<file path="src/rtl/ahb_lite_master.sv">
// AHB-Lite single-transfer master: accepts one command per handshake, pipelines
// address/data phases, and returns one in-order response per command.
`timescale 1ns/1ps

package slave_package;
  typedef enum logic [2:0] {
    BYTE      = 3'b000,
    HALF_WORD = 3'b001,
    WORD      = 3'b010
  } HSIZE_E;
endpackage

module ahb_lite_master
  import slave_package::*;
(
  input  logic        HCLK,
  input  logic        HRESETn,
  input  logic        cmd_valid,
  output logic        cmd_ready,
  input  logic        cmd_write,
  input  logic [31:0] cmd_addr,
  input  HSIZE_E      cmd_size,
  input  logic [31:0] cmd_wdata,
  output logic        rsp_valid,
  output logic [31:0] rsp_rdata,
  output logic        rsp_err,
  output logic [15:0] xfer_count,
  output logic [31:0] HADDR,
  output logic        HWRITE,
  output HSIZE_E      HSIZE,
  output logic [1:0]  HTRANS,
  output logic [2:0]  HBURST,
  output logic [3:0]  HPROT,
  output logic        HMASTLOCK,
  output logic [31:0] HWDATA,
  input  logic        HREADY,
  input  logic [31:0] HRDATA,
  input  logic        HRESP
);

  localparam logic [1:0] HTRANS_IDLE   = 2'b00;
  localparam logic [1:0] HTRANS_NONSEQ = 2'b10;

  typedef enum logic [2:0] {
    IDLE,
    ADDR,
    ADDR_DATA,
    DATA,
    ERR1,
    CANCEL_RSP
  } state_t;

  state_t      r_state;
  state_t      w_next;
  logic        r_run;
  logic        r_cancel;
  logic [31:0] r_haddr;
  logic        r_hwrite;
  HSIZE_E      r_hsize;
  logic [31:0] r_awdata;
  logic        r_dwrite;
  logic [31:0] r_dwdata;
  logic        r_rsp_valid;
  logic        r_rsp_err;
  logic [31:0] r_rsp_rdata;
  logic [15:0] r_xfer_count;

  logic        w_addr_ph;
  logic        w_data_ph;
  logic        w_data_done;
  logic        w_err_first;
  logic        w_ready_st;
  logic        w_accept;

  assign w_addr_ph   = (r_state == ADDR) || (r_state == ADDR_DATA);
  assign w_data_ph   = (r_state == ADDR_DATA) || (r_state == DATA) || (r_state == ERR1);
  assign w_data_done = w_data_ph && HREADY;
  assign w_err_first = ((r_state == ADDR_DATA) || (r_state == DATA)) && HRESP && !HREADY;
  assign w_accept    = cmd_valid && cmd_ready;

  // r_run keeps cmd_ready low until the first clock edge after reset release.
  assign cmd_ready = r_run && w_ready_st;

  always_comb begin
    w_ready_st = 1'b0;
    case (r_state)
      IDLE, CANCEL_RSP: w_ready_st = 1'b1;
      ADDR, ADDR_DATA:  w_ready_st = HREADY && !HRESP;
      DATA:             w_ready_st = !HRESP;
      default:          w_ready_st = 1'b0;
    endcase
  end

  always_comb begin
    w_next = r_state;
    case (r_state)
      IDLE, CANCEL_RSP: w_next = w_accept ? ADDR : IDLE;
      ADDR: begin
        if (HREADY) w_next = w_accept ? ADDR_DATA : DATA;
      end
      ADDR_DATA: begin
        if (HREADY)     w_next = w_accept ? ADDR_DATA : DATA;
        else if (HRESP) w_next = ERR1;
      end
      DATA: begin
        if (HREADY)     w_next = w_accept ? ADDR : IDLE;
        else if (HRESP) w_next = ERR1;
        else if (w_accept) w_next = ADDR_DATA;
      end
      ERR1: begin
        if (HREADY) w_next = r_cancel ? CANCEL_RSP : IDLE;
      end
      default: w_next = IDLE;
    endcase
  end

  always_ff @(posedge HCLK or negedge HRESETn) begin
    if (!HRESETn) begin
      r_state  <= IDLE;
      r_run    <= 1'b0;
      r_cancel <= 1'b0;
    end else begin
      r_state <= w_next;
      r_run   <= 1'b1;
      // A pending address phase exists only if the error hit in ADDR_DATA.
      if (w_err_first) r_cancel <= (r_state == ADDR_DATA);
    end
  end

  always_ff @(posedge HCLK or negedge HRESETn) begin
    if (!HRESETn) begin
      r_haddr  <= '0;
      r_hwrite <= 1'b0;
      r_hsize  <= WORD;
      r_awdata <= '0;
    end else if (w_accept) begin
      r_haddr  <= cmd_addr;
      r_hwrite <= cmd_write;
      r_hsize  <= cmd_size;
      r_awdata <= cmd_wdata;
    end
  end

  always_ff @(posedge HCLK or negedge HRESETn) begin
    if (!HRESETn) begin
      r_dwrite <= 1'b0;
      r_dwdata <= '0;
    end else if (w_addr_ph && HREADY) begin
      r_dwrite <= r_hwrite;
      r_dwdata <= r_awdata;
    end
  end

  always_ff @(posedge HCLK or negedge HRESETn) begin
    if (!HRESETn) begin
      r_rsp_valid  <= 1'b0;
      r_rsp_err    <= 1'b0;
      r_rsp_rdata  <= '0;
      r_xfer_count <= '0;
    end else begin
      r_rsp_valid <= w_data_done || (r_state == CANCEL_RSP);
      r_rsp_err   <= w_data_done ? HRESP : (r_state == CANCEL_RSP);
      r_rsp_rdata <= (w_data_done && !r_dwrite) ? HRDATA : '0;
      if (w_data_done) r_xfer_count <= r_xfer_count + 16'd1;
    end
  end

  assign HTRANS     = w_addr_ph ? HTRANS_NONSEQ : HTRANS_IDLE;
  assign HADDR      = w_addr_ph ? r_haddr : '0;
  assign HWRITE     = w_addr_ph && r_hwrite;
  assign HSIZE      = w_addr_ph ? r_hsize : WORD;
  assign HWDATA     = (w_data_ph && r_dwrite) ? r_dwdata : '0;
  assign HBURST     = 3'b000;
  assign HPROT      = 4'b0011;
  assign HMASTLOCK  = 1'b0;
  assign rsp_valid  = r_rsp_valid;
  assign rsp_err    = r_rsp_err;
  assign rsp_rdata  = r_rsp_rdata;
  assign xfer_count = r_xfer_count;

endmodule

</file>
<file path="config.mk">
export PLATFORM = sky130hd
export DESIGN_NAME = ahb_lite_master
export DESIGN_NICKNAME = d
export VERILOG_FILES = /design/src/rtl/ahb_lite_master.sv
export SDC_FILE = /design/constraint.sdc
export NUM_CORES = 1
export LEC_CHECK = 0
export CORE_ASPECT_RATIO = 2
export CORE_UTILIZATION = 41
export CTS_CLUSTER_SIZE = 8
export DETAILED_ROUTE_END_ITERATION = 8
export PLACE_DENSITY = 0.83
export REMOVE_ABC_BUFFERS = 1
export SYNTH_ARGS = -nofsm -noshare
export SYNTH_HDL_FRONTEND = slang
export SYNTH_SLANG_ARGS = --single-unit
</file>
<file path="constraint.sdc">
create_clock -name HCLK -period 2.01 [get_ports HCLK]
set_input_delay 0.402 -clock HCLK [delete_from_list [all_inputs] [get_ports HCLK]]
set_output_delay 0.402 -clock HCLK [all_outputs]
set_load 0.01 [all_outputs]
</file>
==> impl_metrics.ini <==
[power_and_ir_drop]
pwr-share-seq = 0.307
comb_power_share = 0.505
p_clk_frac = 0.188
power_density_nw_per_um2 = 1530
vdd_drop_max_uv = 930
p_leak_nw = 5.22
p_int_mw = 11.5
switchingPower_mw = 5.50
swShare = 0.324

[detailed_routing]
wl_per_cell_um = 20.7
vias = 5083
vias_per_cell = 5.11
totalWireLength_mm = 20.6
drtAntennaViolNets = 0
drc_errors = 0
drtIter0Drc = 177
drt_first_pass_iters = 4

[timing]
rsz0062_at_grt = yes
fmax_ghz = 0.452
period_share = 1.10
clock-skew-final_ns = 0.0101
setup_viol = 137
finalHoldViolCount = 0
fin_crit_ns = 2.21
worst_slack_ns = -0.202
finalMaxSlewViolations = 0

[logic_synthesis]
synth-xor-area-share = 0.0213
yosys_warnings = 0
synth_compound_area_frac = 0.0257
synth_area_um2 = 6570
synth_fa_ha_area_frac = 0.00191
synth-simple-area-share = 0.140
synth_top_family_by_area = multiplexers
ys_seq_area_frac = 0.595
synth.area.mux_share = 0.175
syn_avg_cell_area_um2 = 13.4
synthCells = 491
yosys_register_bits = 156
ys_types = 42

[min_path]
min_path_type = in2async

[final_layout]
fillers = 1003
nets = 884
drive_gt1_frac = 0.466
area.sequential_um2 = 3910
multi_input_area_um2 = 3040
final_core_util = 0.705
area_growth_pct = 68.6

[floorplan]
dieArea_um2 = 16600
fp.dieW_um = 91.5
ioPinCount = 234
core-area_um2 = 15700
die_h_um = 181
start_util = 0.418
rows = 65

[setup_path]
crit_path_max_incr_delay_ns = 0.44
worstPathRequired_ns = 1.61
critPathSlowestCell = dfrtp_2
crit_type = reg2out
path_cells = nand2b_4 -> o21ai_4 -> buf_6 -> buf_16 -> and3_4 -> buf_6
cp_common_cell = buf_6
arrival_ns = 1.81
path_max_fanout = 8
worst_setup_path_start_kind = flip-flop
cp_top_family = flip-flops
end_kind = primary output
worst-path-buf-inv = 3

[status]
failed_checks = setup timing
status = complete, but fails checks

[global_route]
grt_pass1_wl_mm = 31.4
grtUsageTotal = 0.252
grt_pass1_vias = 5721
grt_overflow_total = 0
grt_max_degree = 46
antenna_found_initial = 3

[cts]
clock_sinks = 156
clk_pin_slew_ns = 0.08
cts_max_path_buffers = 2
cts-root-buf = clkbuf_16
cts_tree = yes
clock_latency_ns = 0.43
cts_buffers = 17
cts_htree_levels = 4

[job]
cap_violations = 0

[placed_design]
io_buffers = 224
post-place-ws_ns = -0.417
dpl.hpwl_mm = 12.8
place.gp.congestion = 0.825
## cells in the final DEF, fill, tap and decap left out, types with 8 or more instances in the layout
master | Yosys | layout
mux2_4 | 0 | 73
buf_4 | 14 | 29
buf_12 | 0 | 13
clkdlybuf4s50_1 | 0 | 153
and2_1 | 70 | 35
and3_4 | 0 | 28
conb_1 | 2 | 10
and2_4 | 0 | 35
nand2_1 | 9 | 8
mux2_2 | 102 | 29
clkbuf_16 | 0 | 19
buf_6 | 7 | 83
xor2_1 | 10 | 10
nor2_1 | 9 | 8
dfrtp_1 | 155 | 152
## cells by family after synthesis
family / after synthesis
AO/OA/AOI/OAI: 20
other: 2
buffers and inverters: 42
multiplexers: 102
adder cells (fa/ha/maj): 1
flip-flops: 156
AND/OR/NAND/NOR: 152
XOR/XNOR: 16
## routing by layer
layer | vias up | global-route usage | share of wire
li1 | 2236 | - | -
met1 | 2581 | 0.249 | 0.33
met2 | 199 | 0.468 | 0.57
met3 | 65 | 0.0530 | 0.044
met4 | 2 | 0.153 | 0.050
met5 | - | 0 | 0.00053
## area by class of cell
cell class,instances,area share
timing repair buffer,298,0.294
clock inverter,15,0.0153
sequential,156,0.353
antenna,2,0.000452
tap,201,0.0227
clock buffer,17,0.0384
inverter,4,0.00136
multi-input combinational,301,0.275
## flip-flops by register name (all words and copies together), names as in the netlist
name,cells
r_awdata,32
rsp_err,1
r_dwdata,32
r_state,3
xfer_count,16
r_hsize,3
r_dwrite,1
r_haddr,32
r_hwrite,1
r_cancel,1
rsp_rdata,32
rsp_valid,1
r_run,1
## cells in the mapped netlist, drive strengths merged
| cell | count | area share |
|---|---|---|
| nor4 | 6 | 0.0057 |
| or3 | 1 | 0.00095 |
| inv | 4 | 0.0023 |
| and4bb | 1 | 0.0019 |
| o2111ai | 1 | 0.0023 |
| a21oi | 1 | 0.00076 |
| nand2b | 3 | 0.0029 |
| dfstp | 1 | 0.0040 |
| nand4 | 2 | 0.0019 |
| nand2 | 9 | 0.0051 |
| and3 | 33 | 0.031 |
| nor3 | 5 | 0.0038 |
| o21ai | 8 | 0.0067 |
| a21bo | 1 | 0.0015 |
| o211ai | 1 | 0.0011 |
| mux2 | 102 | 0.17 |
| and3b | 2 | 0.0027 |
| xnor2 | 6 | 0.0080 |
| a31o | 1 | 0.0013 |
| clkbuf | 15 | 0.0086 |
| nor4bb | 1 | 0.0025 |
| xor2 | 10 | 0.013 |
| o41ai | 1 | 0.0042 |
| o31ai | 1 | 0.0011 |
| nor2b | 2 | 0.0019 |
| buf | 23 | 0.030 |
| o21a | 1 | 0.0011 |
| a22oi | 1 | 0.0019 |
| and2 | 70 | 0.067 |
| nor3b | 1 | 0.0011 |
| a211o | 1 | 0.0013 |
| ha | 1 | 0.0019 |
| a21o | 1 | 0.0011 |
| and4 | 1 | 0.0013 |
| dfrtp | 155 | 0.59 |
| nor2 | 9 | 0.0051 |
| nand3 | 6 | 0.0046 |
| o21bai | 1 | 0.0011 |
| conb | 2 | 0.0011 |
## worst register-to-register path, cell delays in order (launching register included)
cell     delay, ns
dfrtp_2       0.44
buf_6         0.14
buf_6         0.12
and3b_2       0.25
o41ai_4       0.33
buf_6         0.25
buf_12        0.14
buf_12        0.13
mux2_4        0.31
## metrics by stage
stage | area (um2) | hold slack, ns | setup TNS [ns] | power (mW) | std cells
floorplan | 6340 | 0.106 | -172.07 | 7.75 | 461
global placement | 9290 | 0.346 | -29.47 | 10.7 | 925
detailed placement | 9290 | 0.352 | -33.44 | 11.0 | 925
CTS | 10800 | 0.470 | -26.39 | 16.3 | 993
global route | 11100 | 0.478 | -23.46 | 17.7 | 994
finish | 11100 | 0.457 | -18.34 | 17.0 | 994
## repair_timing
item	CTS	global route
gates resized for setup	470	86
setup buffers	24	6
pin swaps	48	12
gates cloned	12	3
endpoints found under the hold margin	41	0
hold buffers	1	0
endpoints found under the setup margin	139	178
## power by group through the flow
stage	clock network (mW)	registers, mW	logic, mW
floorplan	0	4.96	2.79
global placement	0	4.98	5.69
detailed placement	0	5.09	5.87
CTS	3.24	5.09	8.01
global route	3.37	5.32	9.00
finish	3.19	5.21	8.56
## worst paths after layout
check	from	end	slack (ns)	cells after the start
min in group HCLK	xfer_count[15]$_DFFE_PN0P_	xfer_count[15]$_DFFE_PN0P_	0.48	1
setup reg to reg	r_state[2]$_DFFE_PN0P_	r_haddr[16]$_DFFE_PN0P_	-0.20	8
max in group asynchronous	HRESETn	rsp_rdata[25]$_DFF_PN0_	0.87	3
setup / recovery	r_state[1]$_DFFE_PN0P_	HWDATA[21]	-0.20	6
hold / removal	HRESETn	r_awdata[16]$_DFFE_PN0P_	0.46	2
hold reg to reg	xfer_count[15]$_DFFE_PN0P_	xfer_count[15]$_DFFE_PN0P_	0.48	1
(Power assumes the default switching activity.)
